==> config.mk <==
export PLATFORM = sky130hd
export DESIGN_NAME = led_scan_arbiter_flat
export DESIGN_NICKNAME = d
export VERILOG_FILES = /design/src/rtl/led_scan_arbiter_if.sv /design/src/rtl/led_scan_arbiter.sv /design/src/flat_wrapper.sv
export SDC_FILE = /design/constraint.sdc
export NUM_CORES = 1
export LEC_CHECK = 0
export CAP_MARGIN = 20
export CORE_AREA = 2 2 54 56
export CTS_CLUSTER_SIZE = 40
export DETAILED_ROUTE_END_ITERATION = 6
export DIE_AREA = 0 0 56 58
export DONT_BUFFER_PORTS = 1
export GPL_TIMING_DRIVEN = 0
export HOLD_SLACK_MARGIN = 0.02
export PLACE_DENSITY = 0.65
export RECOVER_POWER = 100
export SETUP_SLACK_MARGIN = 0.4
export SYNTH_ARGS = -nofsm -noshare
export SYNTH_HDL_FRONTEND = slang
export SYNTH_SLANG_ARGS = --single-unit
==> constraint.sdc <==
create_clock -name CLK -period 1.7 [get_ports CLK]
set_input_delay 0.51 -clock CLK [delete_from_list [all_inputs] [get_ports CLK]]
set_output_delay 0.51 -clock CLK [all_outputs]
set_load 0.1 [all_outputs]
==> src/rtl/led_scan_arbiter_if.sv <==
// Handshake/bus bundle for led_scan_arbiter: per-channel requests and data in,
// shared LED bus, one-hot grant and status out.
interface led_scan_arbiter_if;
  logic [3:0]  REQ;
  logic [15:0] VAL;
  logic [3:0]  LED;
  logic [3:0]  GNT;
  logic        BUSY;
  logic        DONE;

  modport master (output REQ, VAL, input LED, GNT, BUSY, DONE);
  modport slave  (input REQ, VAL, output LED, GNT, BUSY, DONE);
endinterface

==> src/rtl/led_scan_arbiter.sv <==
// Round-robin arbiter granting one of four channels the shared LED bus for HOLD cycles.
// Define LED_ARB_PRIO0_EN to make channel 0 win every arbitration it requests.
module led_scan_arbiter #(
  parameter int HOLD = 4,
  parameter int MODE = 0
) (
  input logic              CLK,
  input logic              RST,
  led_scan_arbiter_if.slave bus
);

  typedef enum logic [1:0] {IDLE, GRANT, RELEASE} state_t;

  localparam logic [7:0] HOLD_LOAD = 8'(HOLD - 1);

  state_t     state;
  logic [7:0] cnt;
  logic [1:0] last;
  logic [1:0] owner;
  logic [3:0] cand;
  logic [1:0] win;
  logic [1:0] idx;
  logic [3:0] nibble;

`ifdef LED_ARB_PRIO0_EN
  // Channel 0 masks everyone else; without it, 1..3 rotate among themselves.
  always_comb begin
    cand = bus.REQ[0] ? 4'b0001 : (bus.REQ & 4'b1110);
  end
`else
  always_comb begin
    cand = bus.REQ;
  end
`endif

  // Scan from farthest to nearest so the first requester after last wins.
  always_comb begin
    win = 2'd0;
    idx = 2'd0;
    for (int k = 4; k >= 1; k--) begin
      idx = last + 2'(k);
      if (cand[idx]) begin
        win = idx;
      end
    end
  end

  assign nibble = bus.VAL[{win, 2'b00} +: 4];

  always_ff @(posedge CLK) begin
    if (RST) begin
      state    <= IDLE;
      cnt      <= 8'd0;
      last     <= 2'd3;
      owner    <= 2'd0;
      bus.LED  <= 4'd0;
      bus.GNT  <= 4'd0;
      bus.BUSY <= 1'b0;
      bus.DONE <= 1'b0;
    end else begin
      case (state)
        IDLE: begin
          bus.DONE <= 1'b0;
          if (|cand) begin
            state    <= GRANT;
            owner    <= win;
            bus.GNT  <= 4'b0001 << win;
            bus.LED  <= (MODE == 1) ? ~nibble : nibble;
            cnt      <= HOLD_LOAD;
            bus.BUSY <= 1'b1;
          end
        end
        GRANT: begin
          // LED stays latched; only expiry or the owner dropping its request ends the grant.
          if (cnt == 8'd0 || !bus.REQ[owner]) begin
            state    <= RELEASE;
            bus.GNT  <= 4'd0;
            bus.LED  <= 4'd0;
            bus.DONE <= 1'b1;
            last     <= owner;
          end else begin
            cnt <= cnt - 8'd1;
          end
        end
        RELEASE: begin
          state    <= IDLE;
          bus.BUSY <= 1'b0;
          bus.DONE <= 1'b0;
        end
        default: begin
          state <= IDLE;
        end
      endcase
    end
  end

endmodule

==> src/flat_wrapper.sv <==
// flat-port wrapper written by rule: the top's interface ports become plain ports
module led_scan_arbiter_flat 
#(
  parameter int HOLD = 4,
  parameter int MODE = 0
)
  (CLK, RST, bus_REQ, bus_VAL, bus_LED, bus_GNT, bus_BUSY, bus_DONE);
  led_scan_arbiter_if bus_i ();
  input logic CLK;
  input logic RST;
  input wire logic [$bits(bus_i.REQ)-1:0] bus_REQ;
  input wire logic [$bits(bus_i.VAL)-1:0] bus_VAL;
  output wire logic [$bits(bus_i.LED)-1:0] bus_LED;
  output wire logic [$bits(bus_i.GNT)-1:0] bus_GNT;
  output wire logic [$bits(bus_i.BUSY)-1:0] bus_BUSY;
  output wire logic [$bits(bus_i.DONE)-1:0] bus_DONE;
  assign bus_i.REQ = bus_REQ;
  assign bus_i.VAL = bus_VAL;
  assign bus_LED = bus_i.LED;
  assign bus_GNT = bus_i.GNT;
  assign bus_BUSY = bus_i.BUSY;
  assign bus_DONE = bus_i.DONE;
  led_scan_arbiter #(.HOLD(HOLD), .MODE(MODE)) u_core (.CLK(CLK), .RST(RST), .bus(bus_i));
endmodule
## Word level (Yosys, flattened, before mapping)

Cells that the tools add are included.

| cells by class | value |
|---|---|
| eq/ne operators | 5 |
| add/sub/neg operators | 4 |
| mux-type cells | 29 |
| order comparisons | 5 |
| shift-type cells | 2 |
| reduce and logical (&&, ||, !) cells | 16 |

Operators with widths:

| operator | number |
|---|---|
| 8-bit two-way mux | 2 |
| 4-bit case mux with 2 select lines | 2 |
| 8-bit case mux with 2 select lines | 1 |
| 16-bit by 5-bit indexed part select with 4-bit output | 1 |
| 2-bit by 3-bit less-than comparator with 1-bit output (second input constant) | 5 |
| 2-bit two-way mux | 6 |
| 4-bit two-way mux | 3 |
| 1-bit binary-select mux with 2-bit select | 5 |
| 2-bit AND reduction | 5 |
| 8-bit logical NOT | 1 |
| 8-bit by 1-bit subtractor with 8-bit output (second input constant) | 1 |
| 1-bit two-way mux | 7 |
| 3-bit AND reduction | 2 |
| 2-bit nonzero test | 3 |
| 2-bit adder (second input constant) | 2 |
| 2-bit by 1-bit inequality test with 1-bit output (second input constant) | 2 |
| 1-bit case mux with 2 select lines | 2 |
| 2-bit case mux with 2 select lines | 1 |
| 4-bit OR reduction | 1 |
| 1-bit by 2-bit << shifter with 4-bit output (first input constant) | 1 |
| 2-bit by 1-bit adder with 2-bit output (second input constant) | 1 |
| 2-bit by 1-bit == test with 1-bit output (second input constant) | 1 |
| 2-bit == test (second input constant) | 1 |
| 2-bit logical NOT | 1 |
| other kinds (4) | 4 |

| word-level totals | value |
|---|---|
| input port bits | 22 |
| bits in registers | 24 |
| logic and storage cells | 69 |
| output and inout port bits | 10 |

## Depth between registers and ports, before layout

Gate-level depths: netlist of run 1.

| logic depth | value |
|---|---|
| depth in word-level cells | 9 |
| gate-level depth with buffers | 6 |
| mapped depth without buffers | 6 |

## Worst setup path after synthesis of run 1

Ideal clock, no wire load.

| timing path | value |
|---|---|
| path kind | in2reg |
| from | input port RST |
| to | register u_core.bus.GNT[2] |
| buffers on the path | 2 |
| data required time | 1.638 ns |
| arrival | 1.747 ns |
| path slack | -0.109 ns |
| library setup time | 0.062 ns |
| stages | 5 |
| cell sequence | clkbuf_1 -> nor4_1 -> or4b_1 -> buf_2 -> a2bb2o_1 |

RTL lines:

| element | line | RTL |
|---|---|---|
| start: declaration | flat_wrapper.sv:10 | `input logic RST;` |
| end signal: assignment | led_scan_arbiter.sv:67 | `bus.GNT <= 4'b0001 << win;` |
| end: declaration | led_scan_arbiter_if.sv:12 | `modport slave (input REQ, VAL, output LED, GNT, BUSY, DONE);` |

## Worst setup path in the final report of run 1

| timing path | value |
|---|---|
| from | register u_core.cnt[0] |
| to | register u_core.cnt[0] |

| on the way | value |
|---|---|
| word-level cells in the longest chain between the ends | 4 |
| elaborated cells on any way between the ends | 7 |
| those cells by class | add/sub (1); eq/ne (1); mux (2); reduce/logical (3) |

RTL lines:

| element | line | RTL |
|---|---|---|
| start: declaration | led_scan_arbiter.sv:17 | `logic [7:0] cnt;` |
| start signal: assignment | led_scan_arbiter.sv:82 | `cnt <= cnt - 8'd1;` |
| branches (longest 4 deep; another with 8-bit by 1-bit subtractor with 8-bit output) | n/a |  |

Several ways; the timed one is not identified. The select of a mux whose other input is x is not followed.
A chain may end at the register's enable or synchronous reset.

==> results of run 1 <==
==> metal layers <==
metal  track usage, %  up-vias  wire length (um)
met5                0        -                 0
met1            27.41      619              1443
met4            9.184        0                95
met3            3.571        9               161
met2            41.18       41              1989
li1                 -      583                 -
==> worst max-delay path, stage by stage (launching register included) <==
cell and delay (ns):
dfxtp_4 0.38, inv_4 0.07, ha_4 0.12, or3b_4 0.41
o211a_4 0.32, buf_4 0.15, nor3_4 0.18, a211oi_2 0.04
==> cell usage after synthesis, types with 2 or more instances <==
cell       count
dfxtp_1       24
mux2i_1       13
nand2_1       12
inv_1          8
nand2b_1       6
nor3_1         5
o211ai_1       5
a211oi_1       4
a21oi_1        4
nand3_1        4
nor2_1         4
nor4_1         4
o2111ai_1      4
o21ai_0        4
o221ai_1       4
buf_2          3
nor2b_1        3
a2bb2o_1       2
clkbuf_1       2
ha_1           2
o21a_1         2
o221a_2        2
o2bb2ai_1      2
==> cells in the final DEF (no fill, tap or decap), types with 5 or more instances in the layout <==
master,n
dfxtp_4,9
o211ai_1,5
dfxtp_2,9
nand2_1,11
buf_4,20
dfxtp_1,6
inv_1,6
mux2i_1,13
nand2b_1,6
buf_6,9
==> per-stage QoR <==
stage / TNS, ns / std cells / utilization (%)
2_1_floorplan: -0.08279 / 137 / -
3_3_place_gp: -1.958 / 168 / 54.32
3_5_place_dp: -2.239 / 168 / 54.32
4_1_cts: -0.1839 / 191 / 67.20
5_1_grt: -1.106 / 199 / 71.05
6_report: -0.1181 / 199 / 71.05
==> report_power, final <==
group          internal [W]  switching, W
Sequential         0.000686      0.000395
Combinational      0.000560      0.000514
Clock              0.000239      0.000188
==> flip-flops by register name, summed over array words and instances (netlist names) <==
name	cells
u_core.state	2
u_core.bus.GNT	4
u_core.bus.BUSY	1
u_core.bus.LED	4
u_core.bus.DONE	1
u_core.cnt	8
u_core.last	2
u_core.owner	2
==> area by class of cell <==
| type | count | share of cell area [%] |
|---|---|---|
| multi-input cells | 98 | 48.81 |
| flip-flops and latches | 24 | 27.78 |
| repair buffers | 27 | 11.77 |
| plain buffers | 7 | 5.093 |
| well taps | 31 | 2.050 |
| inverters | 8 | 1.720 |
| clock inverters | 1 | 1.587 |
| clock buffers | 3 | 1.190 |
==> how the worst min path moves through the flow <==
stage / to
2_1_floorplan: u_core.cnt[5]
3_3_place_gp: u_core.cnt[5]
3_5_place_dp: u_core.cnt[0]
4_1_cts: u_core.state[0]
5_1_grt: u_core.state[1]
6_report: u_core.state[1]
==> cell families after synthesis <==
| logic type | after synthesis | synth area share [%] |
|---|---|---|
| AOI/OAI and AO/OA | 38 | 24.11 |
| adders and majority gates | 2 | 1.968 |
| buffers and inverters | 15 | 5.610 |
| DFF | 24 | 37.80 |
| muxes | 14 | 12.01 |
| and+or+nand+nor | 44 | 18.50 |
==> repair_timing <==
action | in CTS | in global routing
hold endpoints to repair | 0 | 0
buffers inserted | 19 | 8
pin swaps | 13 | 10
gates resized for setup | 42 | 20
setup endpoints to repair | 33 | 33
==> reports/metrics.yaml, run 1 <==
start_util_pct: 47.74
r2r_slack_ns: -0.06
startpoint: "u_core.cnt[0]"
worst_setup_hold_path_clk_slew_ns: 0.14
drc: 0
multi_input_area_um2: 923.4
grt_pass1_vias: 1241
synthFlopType: "dfxtp_1"
layout-drive-gt1-share_pct: 57.14
synth_area_leaders: "dfxtp_1 38%, mux2i_1 10%, nand2_1 3.5%"
finalPower_w: 0.002582
synth_edf_count: 0
grt_start_max_net_pins: 15
num_antenna_cells: 0
final_area_um2: 1892
hold_viol: 0
dp_hpwl_mm: 2.185
finalSetupViolCount: 5
r2r-end: "u_core.cnt[0]"
r2r_cells: 7
ctsHoldBuffers: 0
finalWirelength_mm: 3.689
clock-sinks: 24
wire_per_inst_um: 18.54
clock-root-buffer: "clkbuf_4"
clock_latency_ns: 0.33
r2r_start: "u_core.cnt[0]"
worstHoldPathCells: 2
area_delta_synth_final_pct: 48.82
vdd_drop_max_v: 0.0009092
post_dp_cell_area_um2: 1446
status: "finished with violations"
cp_max_fo: 8
numCtsBuffers: 3
htree_levels: 1
fill_cells: 203
power_density_nw_per_um2: 1365
ys_ff_latch: 24
synth_cells: 137
die_area_um2: 3248
clock.fmax_ghz: 0.5677
worstSetupStartpointType: "register"
hold_ws_ns: 0.3711
via_per_inst: 6.291
dp_slack_ns: -0.3018
yosysWarnings: 0
postRouteAntennaNets: 0
port-buffer-count: 0
min_period_over_period_pct: 103.6
p_leak_nw: 0.7191
worst_ep_arrival_time_ns: 2.00
vias: 1252
worstMarginPinSlew_ns: 0.6517
syn-cell-area_um2: 1271
grt_pass1_wl_mm: 5.802
pin_count: 32
tritoncts: "built"
grt_use_total_pct: 22.88
dr.first_iter.drc_count: 65
cts_max_path_buffers: 2
fin_worst_skew_ns: 0.002029
rows: 19
rsz0062_at_grt: "yes"
die_y_um: 58
syn_nets: 161
violations: "setup timing"
antenna_found_initial: 0
drv_slew: 0
endpoint: "u_core.cnt[0]"
ys_seq_area_share_pct: 37.80
seq_area_um2: 525.5
ys_types: 37
fp.coreArea_um2: 2663
drv_cap: 0
required_ns: 1.93
syn_avg_cell_area_um2: 9.279
grt_overflow: 0
yosys.area.top_type: "dfxtp_1"
hold_path_startpoint: "RST"
critical_path_class: "reg2reg"
crit_path_end_kind: "register"
fin_crit_ns: 1.762
dr.pass1.iters: 4
synthArstFlopShare_pct: 0
min_path_type: "in2reg"
gp_congestion: 0.7712
die_width_um: 56
synth_top_area_share_pct: 37.80
fin_nets: 193
setup_ws_ns: -0.06157
max-slew-margin-rel_pct: 56.22
Power figures use the tool's default switching activity.
==> run 2, diff against run 1 <==
--- a/config.mk
+++ b/config.mk
@@ -5,15 +5,15 @@
 export SDC_FILE = /design/constraint.sdc
 export NUM_CORES = 1
 export LEC_CHECK = 0
+export BUFFER_PORTS_ARGS = -buffer_cell sky130_fd_sc_hd__buf_4
 export CAP_MARGIN = 20
-export CORE_AREA = 2 2 54 56
+export CORE_AREA = 2 2 56 58
 export CTS_CLUSTER_SIZE = 40
 export DETAILED_ROUTE_END_ITERATION = 6
-export DIE_AREA = 0 0 56 58
-export DONT_BUFFER_PORTS = 1
+export DIE_AREA = 0 0 58 60
 export GPL_TIMING_DRIVEN = 0
 export HOLD_SLACK_MARGIN = 0.02
-export PLACE_DENSITY = 0.65
+export PLACE_DENSITY = 0.71
 export RECOVER_POWER = 100
 export SETUP_SLACK_MARGIN = 0.4
 export SYNTH_ARGS = -nofsm -noshare
==> reports/metrics.yaml, run 2 (synthesis results as in run 1) <==
drc: 0  # unchanged
power.switching_w: 0.001220  # +11%
combPwrFrac_pct: 58.0  # +16 points
crit_path_end_kind: "register"
post_dp_cell_area_um2: 1674  # +16%
clock.fmax_ghz: 0.5548  # -2.3%
grt_use_total_pct: 23.16  # +0.28 points
grt_pass1_wl_mm: 6.161  # +6.2%
hold_ws_ns: 0.3410  # -0.03016 ns
clock-sinks: 24  # unchanged
finalSetupViolCount: 11  # +6
area_delta_synth_final_pct: 82.28
max-slew-margin-rel_pct: 46.73  # -9.5 points
status: "finished with violations"
hold_viol: 0  # unchanged
grt_overflow: 0  # unchanged
worst_setup_hold_path_clk_slew_ns: 0.17  # +0.03 ns
drv_slew: 0  # unchanged
vdd_drop_max_v: 0.0008384  # -7.8%
p_clk_share_pct: 15.1  # -1.4 points
critical_path_class: "reg2reg"
fin_worst_skew_ns: 0.02401  # +0.02198 ns
port-buffer-count: 30  # +30
htree_levels: 1  # unchanged
power_density_nw_per_um2: 1266  # -7.2%
violations: "setup timing"
largest_register_ffs: 8  # unchanged
fill_cells: 162  # -20%
start_util_pct: 43.79  # -4.0 points
gp_congestion: 0.8335  # +8.1%
clock-root-buffer: "clkbuf_4"
vias: 1418  # +13%
grt_start_max_net_pins: 15  # unchanged
tritoncts: "built"
fin_nets: 227  # +18%
finalPower_w: 0.002934  # +14%
seq_power_share_pct: 26.9  # -15 points
switching_share_pct: 41.58  # -0.91 points
worstMarginPinSlew_ns: 0.7930  # +0.1413 ns
required_ns: 1.97  # +0.04 ns
clock_latency_ns: 0.35  # +0.02 ns
via_per_inst: 6.034  # -4.1%
dp_hpwl_mm: 2.340  # +7.1%
dr.pass1.iters: 5  # +1
die_area_um2: 3480  # +7.1%
worst_ep_arrival_time_ns: 2.07  # +0.07 ns
die_width_um: 58  # +3.6%
top_regs: "u_core.cnt (8), u_core.bus.GNT (4), u_core.bus.LED (4)"
p_leak_nw: 0.9402  # +31%
rsz0062_at_grt: "yes"
p_int_w: 0.001714  # +15%
dr.first_iter.drc_count: 81  # +25%
numCtsBuffers: 3  # unchanged
fp.coreArea_um2: 2903  # +9.0%
min_path_type: "in2reg"
postRouteAntennaNets: 0  # unchanged
wire_per_inst_um: 20.29  # +9.4%
pin_count: 32  # unchanged
dp_slack_ns: -0.4019  # -0.1001 ns
setup_ws_ns: -0.1024  # -0.04082 ns
worstSetupStartpointType: "register"
rows: 20  # +1
finalWirelength_mm: 4.767  # +29%
min_period_over_period_pct: 106.0  # +2.4 points
cp_max_fo: 6  # -2
drv_cap: 0  # unchanged
num_antenna_cells: 0  # unchanged
die_y_um: 60  # +3.4%
top_register: "u_core.cnt"
layout-drive-gt1-share_pct: 64.36  # +7.2 points
grt_pass1_vias: 1346  # +8.5%
final_area_um2: 2317  # +22%
final_common_cell: "buf_4"
cts_max_path_buffers: 2  # unchanged
fin_crit_ns: 1.802  # +0.04082 ns
antenna_found_initial: 0  # unchanged
fin_util_pct: 79.83  # +8.8 points
final_cell_mix: "41 x buf_4, 16 x dfxtp_2, 13 x mux2i_1"
run 2: layer usage:
metal	part of all wire, %	wire length, um	global-route usage [%]
met1	41	1931	27.71
met2	54	2573	42.05
met3	3.4	163	3.680
met4	2.1	98	7.973
met5	0	0	0
run 2: power groups by stage:
stage          sequential [W]  clock (W)  combinational [W]
2_1_floorplan         0.00105          0           0.000580
3_3_place_gp         0.000754          0            0.00108
3_5_place_dp         0.000758          0            0.00110
4_1_cts              0.000771   0.000432            0.00146
5_1_grt              0.000796   0.000467            0.00178
6_report             0.000788   0.000444            0.00170
run 2: path summary, 6_finish.rpt:
kind	startpoint	to	slack, ns	depth (start not counted)
setup reg to reg	u_core.cnt[5]	u_core.last[0]	-0.10	7
hold / removal	RST	u_core.state[0]	0.34	2
hold reg to reg	u_core.cnt[7]	u_core.cnt[7]	0.50	2
setup / recovery	u_core.cnt[5]	u_core.last[0]	-0.10	7
run 2: worst max-delay path: stages, from the launching register on:
cell,delay (ns)
dfxtp_2,0.36
or4_4,0.52
buf_6,0.15
buf_4,0.13
o21ai_4,0.19
buf_6,0.15
nand3_1,0.10
nand3_1,0.13
run 2: layout make-up:
class | count | area, um^2 | area share [%]
multi-input cells | 98 | 967.2 | 41.74
clock buffers | 3 | 22.52 | 0.9719
repair buffers | 61 | 621.8 | 26.84
well taps | 33 | 41.29 | 1.782
plain buffers | 7 | 100.1 | 4.320
flip-flops and latches | 24 | 504.2 | 21.76
clock inverters | 1 | 30.03 | 1.296
inverters | 8 | 30.03 | 1.296
run 2: metrics by stage:
stage | TNS, ns | cells
floorplan | -0.08279 | 137
global placement | -4.174 | 200
detailed placement | -4.427 | 200
CTS | -0.1217 | 222
global route | -1.390 | 235
finish | -0.5830 | 235
run 2: timing repair:
item,in CTS,in global routing
hold buffers,0,0
pin swaps,14,18
gates resized for setup,62,26
endpoints found under the setup margin,33,33
buffers inserted,18,13
endpoints found under the hold margin,0,0
==> run 3, diff against run 2 <==
--- a/config.mk
+++ b/config.mk
@@ -15,7 +15,7 @@
 export HOLD_SLACK_MARGIN = 0.02
 export PLACE_DENSITY = 0.71
 export RECOVER_POWER = 100
-export SETUP_SLACK_MARGIN = 0.4
+export SETUP_SLACK_MARGIN = 0.02
 export SYNTH_ARGS = -nofsm -noshare
 export SYNTH_HDL_FRONTEND = slang
 export SYNTH_SLANG_ARGS = --single-unit
==> reports/metrics.yaml, run 3 (synthesis results as in run 1) <==
combPwrFrac_pct: 55.0  # -3.0 points
die_area_um2: 3480  # unchanged
num_antenna_cells: 0  # unchanged
switching_share_pct: 43.97  # +2.4 points
fill_cells: 246  # +52%
port-buffer-count: 30  # unchanged
finalWirelength_mm: 3.505  # -26%
final_common_cell: "buf_4"
top_regs: "u_core.cnt (8), u_core.bus.GNT (4), u_core.bus.LED (4)"
dp.cells: 200  # unchanged
r2r-end: "u_core.cnt[4]"
largest_register_ffs: 8  # unchanged
die_y_um: 60  # unchanged
dr.pass1.iters: 4  # -1
seq_area_um2: 486.7  # -3.5%
via_per_inst: 5.724  # -5.1%
clock.fmax_ghz: 0.5760  # +3.8%
r2r_slack_ns: -0.04  # +0.07 ns
seq_power_share_pct: 32.2  # +5.3 points
rsz0062_at_grt: "yes"
fp.coreArea_um2: 2903  # unchanged
wl_met3_um: 106  # -35%
min_period_over_period_pct: 102.1  # -3.9 points
hold_path_end: "u_core.cnt[1]"
fin_util_pct: 64.78  # -15 points
r2r_cells: 4  # -3
power.switching_w: 0.001011  # -17%
worstSetupStartpointType: "register"
clock-root-buffer: "clkbuf_4"
clock-sinks: 24  # unchanged
postRouteAntennaNets: 0  # unchanged
hold_path_startpoint: "RST"
grt_use_total_pct: 20.68  # -2.5 points
layout-drive-gt1-share_pct: 47.87  # -16 points
clock_latency_ns: 0.31  # -0.04 ns
antenna_found_initial: 0  # unchanged
max-slew-margin-rel_pct: 52.22  # +5.5 points
area_delta_synth_final_pct: 47.93
dp_hpwl_mm: 2.374  # +1.5%
dr.first_iter.drc_count: 69  # -15%
grt_overflow: 0  # unchanged
pin_count: 32  # unchanged
tritoncts: "built"
min_path_type: "in2reg"
p_leak_nw: 0.7758  # -17%
final_cell_mix: "49 x buf_4, 19 x dfxtp_1, 13 x mux2i_1"
die_width_um: 58  # unchanged
numCtsBuffers: 3  # unchanged
drc: 0  # unchanged
drv_cap: 0  # unchanged
multi_input_area_um2: 873.3  # -9.7%
crit_path_end_kind: "register"
worst_setup_hold_path_clk_slew_ns: 0.13  # -0.04 ns
p_int_w: 0.001288  # -25%
rows: 20  # unchanged
power_density_nw_per_um2: 1222  # -3.5%
status: "finished with violations"
required_ns: 1.94  # -0.03 ns
grt_start_max_net_pins: 14  # -1
route.top_layer_used: "met4"
fin_crit_ns: 1.736  # -0.06639 ns
ctsHoldBuffers: 0  # unchanged
worstMarginPinSlew_ns: 0.7128  # -0.08025 ns
r2r_start: "u_core.cnt[5]"
vdd_drop_max_v: 0.0006738  # -20%
top_register: "u_core.cnt"
start_util_pct: 43.79  # unchanged
cp_max_fo: 6  # unchanged
wire_per_inst_um: 15.86  # -22%
grt_pass1_vias: 1245  # -7.5%
p_clk_share_pct: 12.7  # -2.4 points
fin_worst_skew_ns: 0.004541  # -0.01947 ns
vias: 1265  # -11%
htree_levels: 1  # unchanged
hold_viol: 0  # unchanged
finalSetupTns_ns: -0.04792  # +0.5350 ns
grt_pass1_wl_mm: 5.595  # -9.2%
violations: "setup timing"
worstHoldPathCells: 2  # unchanged
fin_nets: 213  # -6.2%
drv_slew: 0  # unchanged
finalPower_w: 0.002298  # -22%
cts_max_path_buffers: 2  # unchanged
setup_ws_ns: -0.03599  # +0.06639 ns
met2_wirelength_mm: 1.920  # -25%
gp_congestion: 0.8407  # +0.86%
layout.cells.non_filler: 221  # -6.0%
critical_path_class: "reg2reg"
finalSetupViolCount: 3  # -8
drt-met1-wl_mm: 1.418  # -27%
worst_ep_arrival_time_ns: 1.98  # -0.09 ns
==> run 3: changes by cell type in the layout (fill, tap and decap cells not counted), moves of 3 or more <==
cell     change
dfxtp_1     +12
buf_6       -12
o21ai_2      -3
buf_12      -11
buf_4        +8
dfxtp_2     -11
a21oi_2      -3
buf_2        +3
a21oi_1      +3
==> run 3: stage by stage <==
stage / setup WS (ns) / hold slack [ns] / area [um^2]
2_1_floorplan: -0.03042 / 0.4420 / 1335
3_3_place_gp: -0.3649 / 0.4424 / 1602
3_5_place_dp: -0.4371 / 0.4540 / 1602
4_1_cts: -0.03211 / 0.3872 / 1740
5_1_grt: -0.1035 / 0.3823 / 1881
6_report: -0.03599 / 0.3893 / 1881
==> run 3: per-layer routing <==
metal	GRT usage [%]	vias up
met3	2.381	8
li1	-	623
met4	7.973	0
met2	38.80	16
met5	0	-
met1	23.90	618
==> run 3: critical path, cell delays in order, from the launching register on <==
cell,delay [ns]
dfxtp_2,0.34
or4_4,0.60
o211a_4,0.31
o2111ai_4,0.20
mux2i_1,0.21
==> run 3: final cells by class <==
type	count	share of cell area, %
Buffer	6	2.794
Clock buffer	4	1.929
Inverter	8	1.597
Multi-Input combinational cell	98	46.44
Sequential cell	24	25.88
Tap cell	33	2.196
Timing Repair Buffer	48	19.16
==> run 3: what timing repair did <==
action,in CTS,in global routing
cloned,0,0
resized for setup,14,15
buffers inserted,8,10
pin swaps,1,8
setup endpoints to repair,13,18
==> run 3: power groups by stage <==
stage | logic, W | registers (W) | clock network, W
floorplan | 0.000513 | 0.00103 | 0
global placement | 0.00101 | 0.000739 | 0
detailed placement | 0.00103 | 0.000746 | 0
CTS | 0.00112 | 0.000736 | 0.000300
global route | 0.00134 | 0.000752 | 0.000317
finish | 0.00126 | 0.000741 | 0.000293
==> run 3: worst max path at each step <==
stage	from	end	depth (start not counted)
global placement	bus_REQ[3]	u_core.bus.GNT[3]	5
detailed placement	bus_REQ[3]	u_core.bus.GNT[3]	5
global route	u_core.cnt[5]	u_core.cnt[4]	4
finish	u_core.cnt[5]	u_core.cnt[4]	4
CTS	u_core.cnt[0]	u_core.cnt[4]	6
floorplan	RST	u_core.bus.GNT[2]	5
